<file path="src/rtl/ahb_pkg.sv">
// Shared AHB-Lite encodings for the data-side initiator.
package ahb_pkg;

    typedef enum logic [1:0] {
        IDLE   = 2'b00,
        BUSY   = 2'b01,
        NONSEQ = 2'b10,
        SEQ    = 2'b11
    } htrans_t;

    localparam logic [2:0] HSIZE_BYTE = 3'b000;
    localparam logic [2:0] HSIZE_HALF = 3'b001;
    localparam logic [2:0] HSIZE_WORD = 3'b010;

    localparam logic [3:0] HPROT_DATA = 4'b0011;

endpackage

</file>
<file path="src/rtl/ahb_data_master.sv">
// AHB-Lite load/store initiator: pipelined address/data phases, in-order
// responses, wait-state stall and two-cycle ERROR with cancel of the queued request.
module ahb_data_master
    import ahb_pkg::*;
(
    input  logic        clk,
    input  logic        reset,
    input  logic        req_valid,
    output logic        req_ready,
    input  logic        req_write,
    input  logic [2:0]  req_size,
    input  logic        req_signed,
    input  logic [31:0] req_addr,
    input  logic [31:0] req_wdata,
    output logic        resp_valid,
    output logic [31:0] resp_rdata,
    output logic        resp_err,
    output logic [31:0] haddr,
    output logic [1:0]  htrans,
    output logic        hwrite,
    output logic [2:0]  hsize,
    output logic [3:0]  hprot,
    output logic        is_signed,
    output logic [31:0] hwdata,
    input  logic [31:0] hrdata,
    input  logic        hready,
    input  logic        hresp
);

    // Handshake: a request transfers on the rising edge where req_valid && req_ready;
    // req_valid must not depend on req_ready, and resp_valid is a single-cycle pulse
    // with no back-pressure from the core.
    logic        ap_valid;
    logic [31:0] ap_wdata;
    logic        dp_valid;
    logic        cancel_pending;

    logic accept;
    logic err_first;
    logic cancel_resp;

    always_comb begin
        req_ready   = hready && !cancel_pending;
        accept      = req_valid && req_ready;
        err_first   = dp_valid && hresp && !hready;
        // The cancelled request reports only once the erroring transfer has left DP.
        cancel_resp = cancel_pending && !dp_valid;
        resp_valid  = (dp_valid && hready) || cancel_resp;
        resp_err    = (dp_valid && hready && hresp) || cancel_resp;
        resp_rdata  = hrdata;
        htrans      = ap_valid ? NONSEQ : IDLE;
        hprot       = HPROT_DATA;
    end

    always_ff @(posedge clk or negedge reset) begin
        if (!reset) begin
            ap_valid       <= 1'b0;
            haddr          <= 32'h0;
            hwrite         <= 1'b0;
            hsize          <= HSIZE_WORD;
            is_signed      <= 1'b0;
            ap_wdata       <= 32'h0;
            dp_valid       <= 1'b0;
            hwdata         <= 32'h0;
            cancel_pending <= 1'b0;
        end else begin
            if (hready) begin
                dp_valid <= ap_valid;
                hwdata   <= ap_wdata;
                ap_valid <= accept;
                if (accept) begin
                    haddr     <= req_addr;
                    hwrite    <= req_write;
                    hsize     <= req_size;
                    is_signed <= req_signed;
                    ap_wdata  <= req_wdata;
                end
            end else if (err_first) begin
                // Drop the queued address so the second ERROR cycle shows IDLE.
                ap_valid <= 1'b0;
            end

            if (err_first && ap_valid) begin
                cancel_pending <= 1'b1;
            end else if (cancel_resp) begin
                cancel_pending <= 1'b0;
            end
        end
    end

endmodule

</file>
<file path="config.mk">
export PLATFORM = sky130hd
export DESIGN_NAME = ahb_data_master
export DESIGN_NICKNAME = d
export VERILOG_FILES = /design/src/rtl/ahb_pkg.sv /design/src/rtl/ahb_data_master.sv
export SDC_FILE = /design/constraint.sdc
export NUM_CORES = 1
export LEC_CHECK = 0
export BUFFER_PORTS_ARGS = -buffer_cell sky130_fd_sc_hd__buf_2
export CAP_MARGIN = 10
export CORE_MARGIN = 5
export CORE_UTILIZATION = 41
export CTS_CLUSTER_DIAMETER = 50
export DETAILED_ROUTE_END_ITERATION = 6
export PLACE_DENSITY = 0.79
export SLEW_MARGIN = 20
export SYNTH_ARGS = -nofsm -noshare
export SYNTH_HDL_FRONTEND = slang
export SYNTH_SLANG_ARGS = --single-unit
export TNS_END_PERCENT = 100
</file>
<file path="constraint.sdc">
create_clock -name clk -period 1.2 [get_ports clk]
set_clock_uncertainty 0.15 [all_clocks]
set_input_delay 0.12 -clock clk [delete_from_list [all_inputs] [get_ports clk]]
set_output_delay 0.12 -clock clk [all_outputs]
set_load 0.01 [all_outputs]
</file>
# Yosys cells after proc, flatten, opt, wreduce, memory -nomap -nowiden
# Index checks and enable logic that the tools add are counted.
dict set report classes {
  n_mux 5
  n_reduce_logical 16
}
# operator n
set op_table {}
lappend op_table {{logical AND 1 bit} 8}
lappend op_table {{2-to-1 mux 1 bit} 4}
lappend op_table {{nonzero test 2 bit} 2}
lappend op_table {{logical NOT 1 bit} 3}
lappend op_table {{logical OR 1 bit} 2}
lappend op_table {{2-to-1 mux 2 bit} 1}
lappend op_table {{AND reduction 2 bit} 1}
dict set report word_totals {
  ff_bits 104
  inputBits 106
  output_inout_bits 110
  word_cells 30
}

# Longest topological paths before layout
dict set report depth {
  ltp_word 4
  depth_mapped 4
  depth_no_buf 2
}

# Worst setup path after synthesis
# OpenSTA, ideal clock, no wires.
dict set report synth_timing {
  path_type {flip-flop to flip-flop}
  start {reg cancel_pending}
  end {reg haddr[10]}
  setup_time_ps 125
  t_arrival_ps 1060
  required_time_ps 925
  setup_slack_ps -135
  path_stages_with_launch 4
  path_buffers 1
  period_less_slack_ps 1335
  cell_sequence {dfrtp_1 -> nand3b_4 -> buf_2 -> mux2_2}
}
dict set report synth_between {
  elab_chain_len 4
}
# item line
set synth_lines {}
lappend synth_lines {{from (decl)} ahb_data_master.sv:36} ;# logic cancel_pending;
lappend synth_lines {{from (signal assigned)} ahb_data_master.sv:65} ;# cancel_pending <= 1'b0;
lappend synth_lines {{from (signal assigned)} ahb_data_master.sv:84} ;# cancel_pending <= 1'b1;
lappend synth_lines {{from (signal assigned)} ahb_data_master.sv:86} ;# cancel_pending <= 1'b0;
lappend synth_lines {{logical NOT 1 bit} ahb_data_master.sv:43} ;# req_ready = hready && !cancel_pending;
lappend synth_lines {{logical AND 1 bit} ahb_data_master.sv:43}
lappend synth_lines {{logical AND 1 bit} ahb_data_master.sv:44} ;# accept = req_valid && req_ready;
lappend synth_lines {{AND reduction 2 bit (no source line)} --}
lappend synth_lines {{to (signal assigned)} ahb_data_master.sv:72} ;# haddr <= req_addr;
lappend synth_lines {{to (decl)} ahb_data_master.sv:18} ;# output logic [31:0] haddr,
# Every way passes these cells.
# A chain may end at the register's enable or synchronous reset.

# Final worst setup path
dict set report layout_timing {
  start {reg cancel_pending}
  end {reg ap_wdata[31]}
}
dict set report layout_between {
  elab_chain_len 4
}
# item line
set layout_lines {}
lappend layout_lines {{logical NOT 1 bit} ahb_data_master.sv:43}
lappend layout_lines {{logical AND 1 bit} ahb_data_master.sv:43}
lappend layout_lines {{logical AND 1 bit} ahb_data_master.sv:44}
lappend layout_lines {{AND reduction 2 bit (no source line)} --}
lappend layout_lines {{to (signal assigned)} ahb_data_master.sv:76} ;# ap_wdata <= req_wdata;
lappend layout_lines {{to (decl)} ahb_data_master.sv:34} ;# logic [31:0] ap_wdata;
# Every way passes these cells.

==> results.md <==
- Vias in the first global route: 3199
- CP Launch Type: register
- Num Clock Sinks: 104
- Crit path max fanout: 7
- CP Class: reg -> reg
- R2R Setup Slk: -0.29 ns
- Initial Util: 0.415
- Commonest non-fill, non-tap cells in the layout: buf_2, dfrtp_1, mux2_2
- Crit path DAT: 1.58 ns
- Fin crit share: 1.24
- Placed cells: 513
- Crit path max-delay cell type: dfrtp_1
- Top cells by area, synth: dfrtp_1, mux2_2, buf_4, mux2_1, dfstp_2
- Worst setup EP type: register
- Maximum clock path buffer count: 2
- Hold Path Sink: cancel_pending
- Global placement routability congestion: 0.693
- Synth area leader: dfrtp_1
- Ant. Diodes: 0
- Core area: 0.0101 mm²
- Synth Cell Area: 0.00420 mm²
- Crit path time final: 1.49 ns
- Vias: 2879
- Synth cell types: 16
- Ys Warns: 0
- P&R area growth vs syn: 47.2%
- H-tree Lvls: 3
- R2r startpoint: cancel_pending
- Worst slack, placed: -0.166 ns
- Mapped Cells: 268
- Post-DP HPWL: 6360 µm
- WP buf/inv: 2
- Slew Limit Fails: 0
- Req. time, crit path: 1.29 ns
- Final hold violation count: 0
- Clock transition at path regs: 0.09 ns
- Status: finished, violations left
- Number of vias per cell: 4.63
- Leakage: 2.97 nW
- CP peak stage delay: 0.40 ns
- Critical path's top delay family: flip-flops
- Final nets: 587
- Violated checks: negative setup slack
- Antenna violations before repair: 0
- Max Cap Viol: 0
- Die W: 111 µm
- Layout cells sized above 1: 0.617
- CTS Buf Count: 9
- Reg2reg end: ap_wdata[31]
- Overall global routing resource usage: 0.162
- Register area share after synthesis: 0.620
- Power Total: 8.80 mW
- Post-DRT Antenna Nets: 0
- Crit-path cells: nand3b_4 > buf_8 > clkbuf_16 > mux2_4
- Drt initial violations: 64
- Final setup vio count: 73
- Reg2reg path depth: 4
- Hold path depth: 3
- Mean Syn Cell Area: 15.7 µm²
- Drt pass-1 iters: 4
- Yosys reg bits: 104
- GRT overflow: 0
- I/O pin cnt: 216
- Final WL: 10700 µm
- Clk root buf: clkbuf_8
- Top-area cell type share of the netlist area: 0.613
- Fmax: 0.672 GHz
- Min-Delay Startpoint: hresp
- Clk Latency, worst-skew pair: 0.35 ns
- Fin worst setup slack: -0.289 ns
- Sum of negative setup slack: -17.20 ns
- CTS tree: done
- Final non-filler cell total: 622
- DIE AREA: 0.0124 mm²
- DR WL/cell: 17.2 µm
- First-pass GRT wire length: 16100 µm
- Drt drc: 0
- Commonest non-fill, non-tap cell in the layout: buf_2
- Largest net degree at the start of global routing: 52
- Site Rows: 37
- Worst Hold Class: in -> reg
- Unrepaired setup endpoints after global routing: yes
- Port Buf Inserts: 146
- Die Height: 111 µm
- Pwr/cell area: 1420 mW/mm²
- Peak supply drop: 0.707 mV
[kinds of logic (layout without fill, tap and decap cells)]
family,after synthesis,count (layout),synth area share
buffers and inverters,49,264,0.0863
multiplexers,102,102,0.273
other,2,5,0.00179
AO/OA/AOI/OAI,3,3,0.00536
flip-flops,104,104,0.620
AND/OR/NAND/NOR,8,8,0.0137
[how the worst max path moves through the flow]
stage	startpoint	slack, ns	depth (start not counted)	endpoint
floorplan	cancel_pending	-0.11	3	ap_wdata[0]
global placement	cancel_pending	-0.13	3	ap_wdata[23]
detailed placement	cancel_pending	-0.17	3	ap_wdata[10]
CTS	cancel_pending	-0.25	3	req_ready
global route	cancel_pending	-0.32	4	haddr[0]
finish	cancel_pending	-0.29	4	ap_wdata[31]
[cells in the mapped netlist]
library cell / count
nand3_1: 1
o21a_1: 1
nand2_1: 3
mux2_2: 96
nor2b_1: 1
dfrtp_1: 103
nand3b_4: 1
and3b_1: 1
o21ai_0: 1
dfstp_2: 1
a21bo_2: 1
nand2b_1: 1
mux2_1: 6
buf_4: 47
buf_2: 2
conb_1: 2
[layout make-up]
class,instances,area [µm²]
tap,136,170
clock inverter,2,12.5
sequential,104,2600
clock buffer,14,173
timing repair buffer,248,1930
multi-input combinational,118,1290
fill,750,3950
[sequential cells by signal (all words and copies together), names as in the netlist]
name            cells
cancel_pending      1
ap_wdata           32
haddr              32
ap_valid            1
hwdata             32
is_signed           1
hwrite              1
hsize               3
dp_valid            1
[through the flow]
| stage | hold slack, ns | instance area [µm²] | util |
|---|---|---|---|
| global placement | -0.132 | 4890 | 0.483 |
| CTS | 0.00360 | 5880 | 0.580 |
| finish | 0.0173 | 6190 | 0.610 |
| floorplan | -0.326 | 4250 | - |
| global route | 0.0264 | 6190 | 0.610 |
| detailed placement | -0.116 | 4890 | 0.483 |
[where the power goes]
group / internal (mW) / total (mW) / switching [mW]
Combinational: 1.38 / 2.29 / 0.910
Clock: 0.925 / 2.03 / 1.10
Sequential: 4.15 / 4.48 / 0.332
[what timing repair did]
| action | 4_1_cts | 5_1_grt |
|---|---|---|
| endpoints found under the hold margin | 173 | 0 |
| endpoints found under the setup margin | 78 | 121 |
| hold buffers | 71 | 0 |
| resized for setup | 7 | 23 |
| gates cloned | 1 | 6 |
| setup buffers | 3 | 12 |
[routing by layer]
layer  vias to the layer above  global-route usage  wire length [µm]
met5                         -                   0                 0
met4                         0              0.0641               233
met3                        22              0.0650               771
met2                       117               0.280              5620
met1                      1441               0.177              4070
li1                       1299                   -                 -
[tightest hold or removal path: stages]
cell and delay, ns:
buf_2 0.09, and3b_1 0.15, o21a_1 0.12
Power figures use the tool's default switching activity.
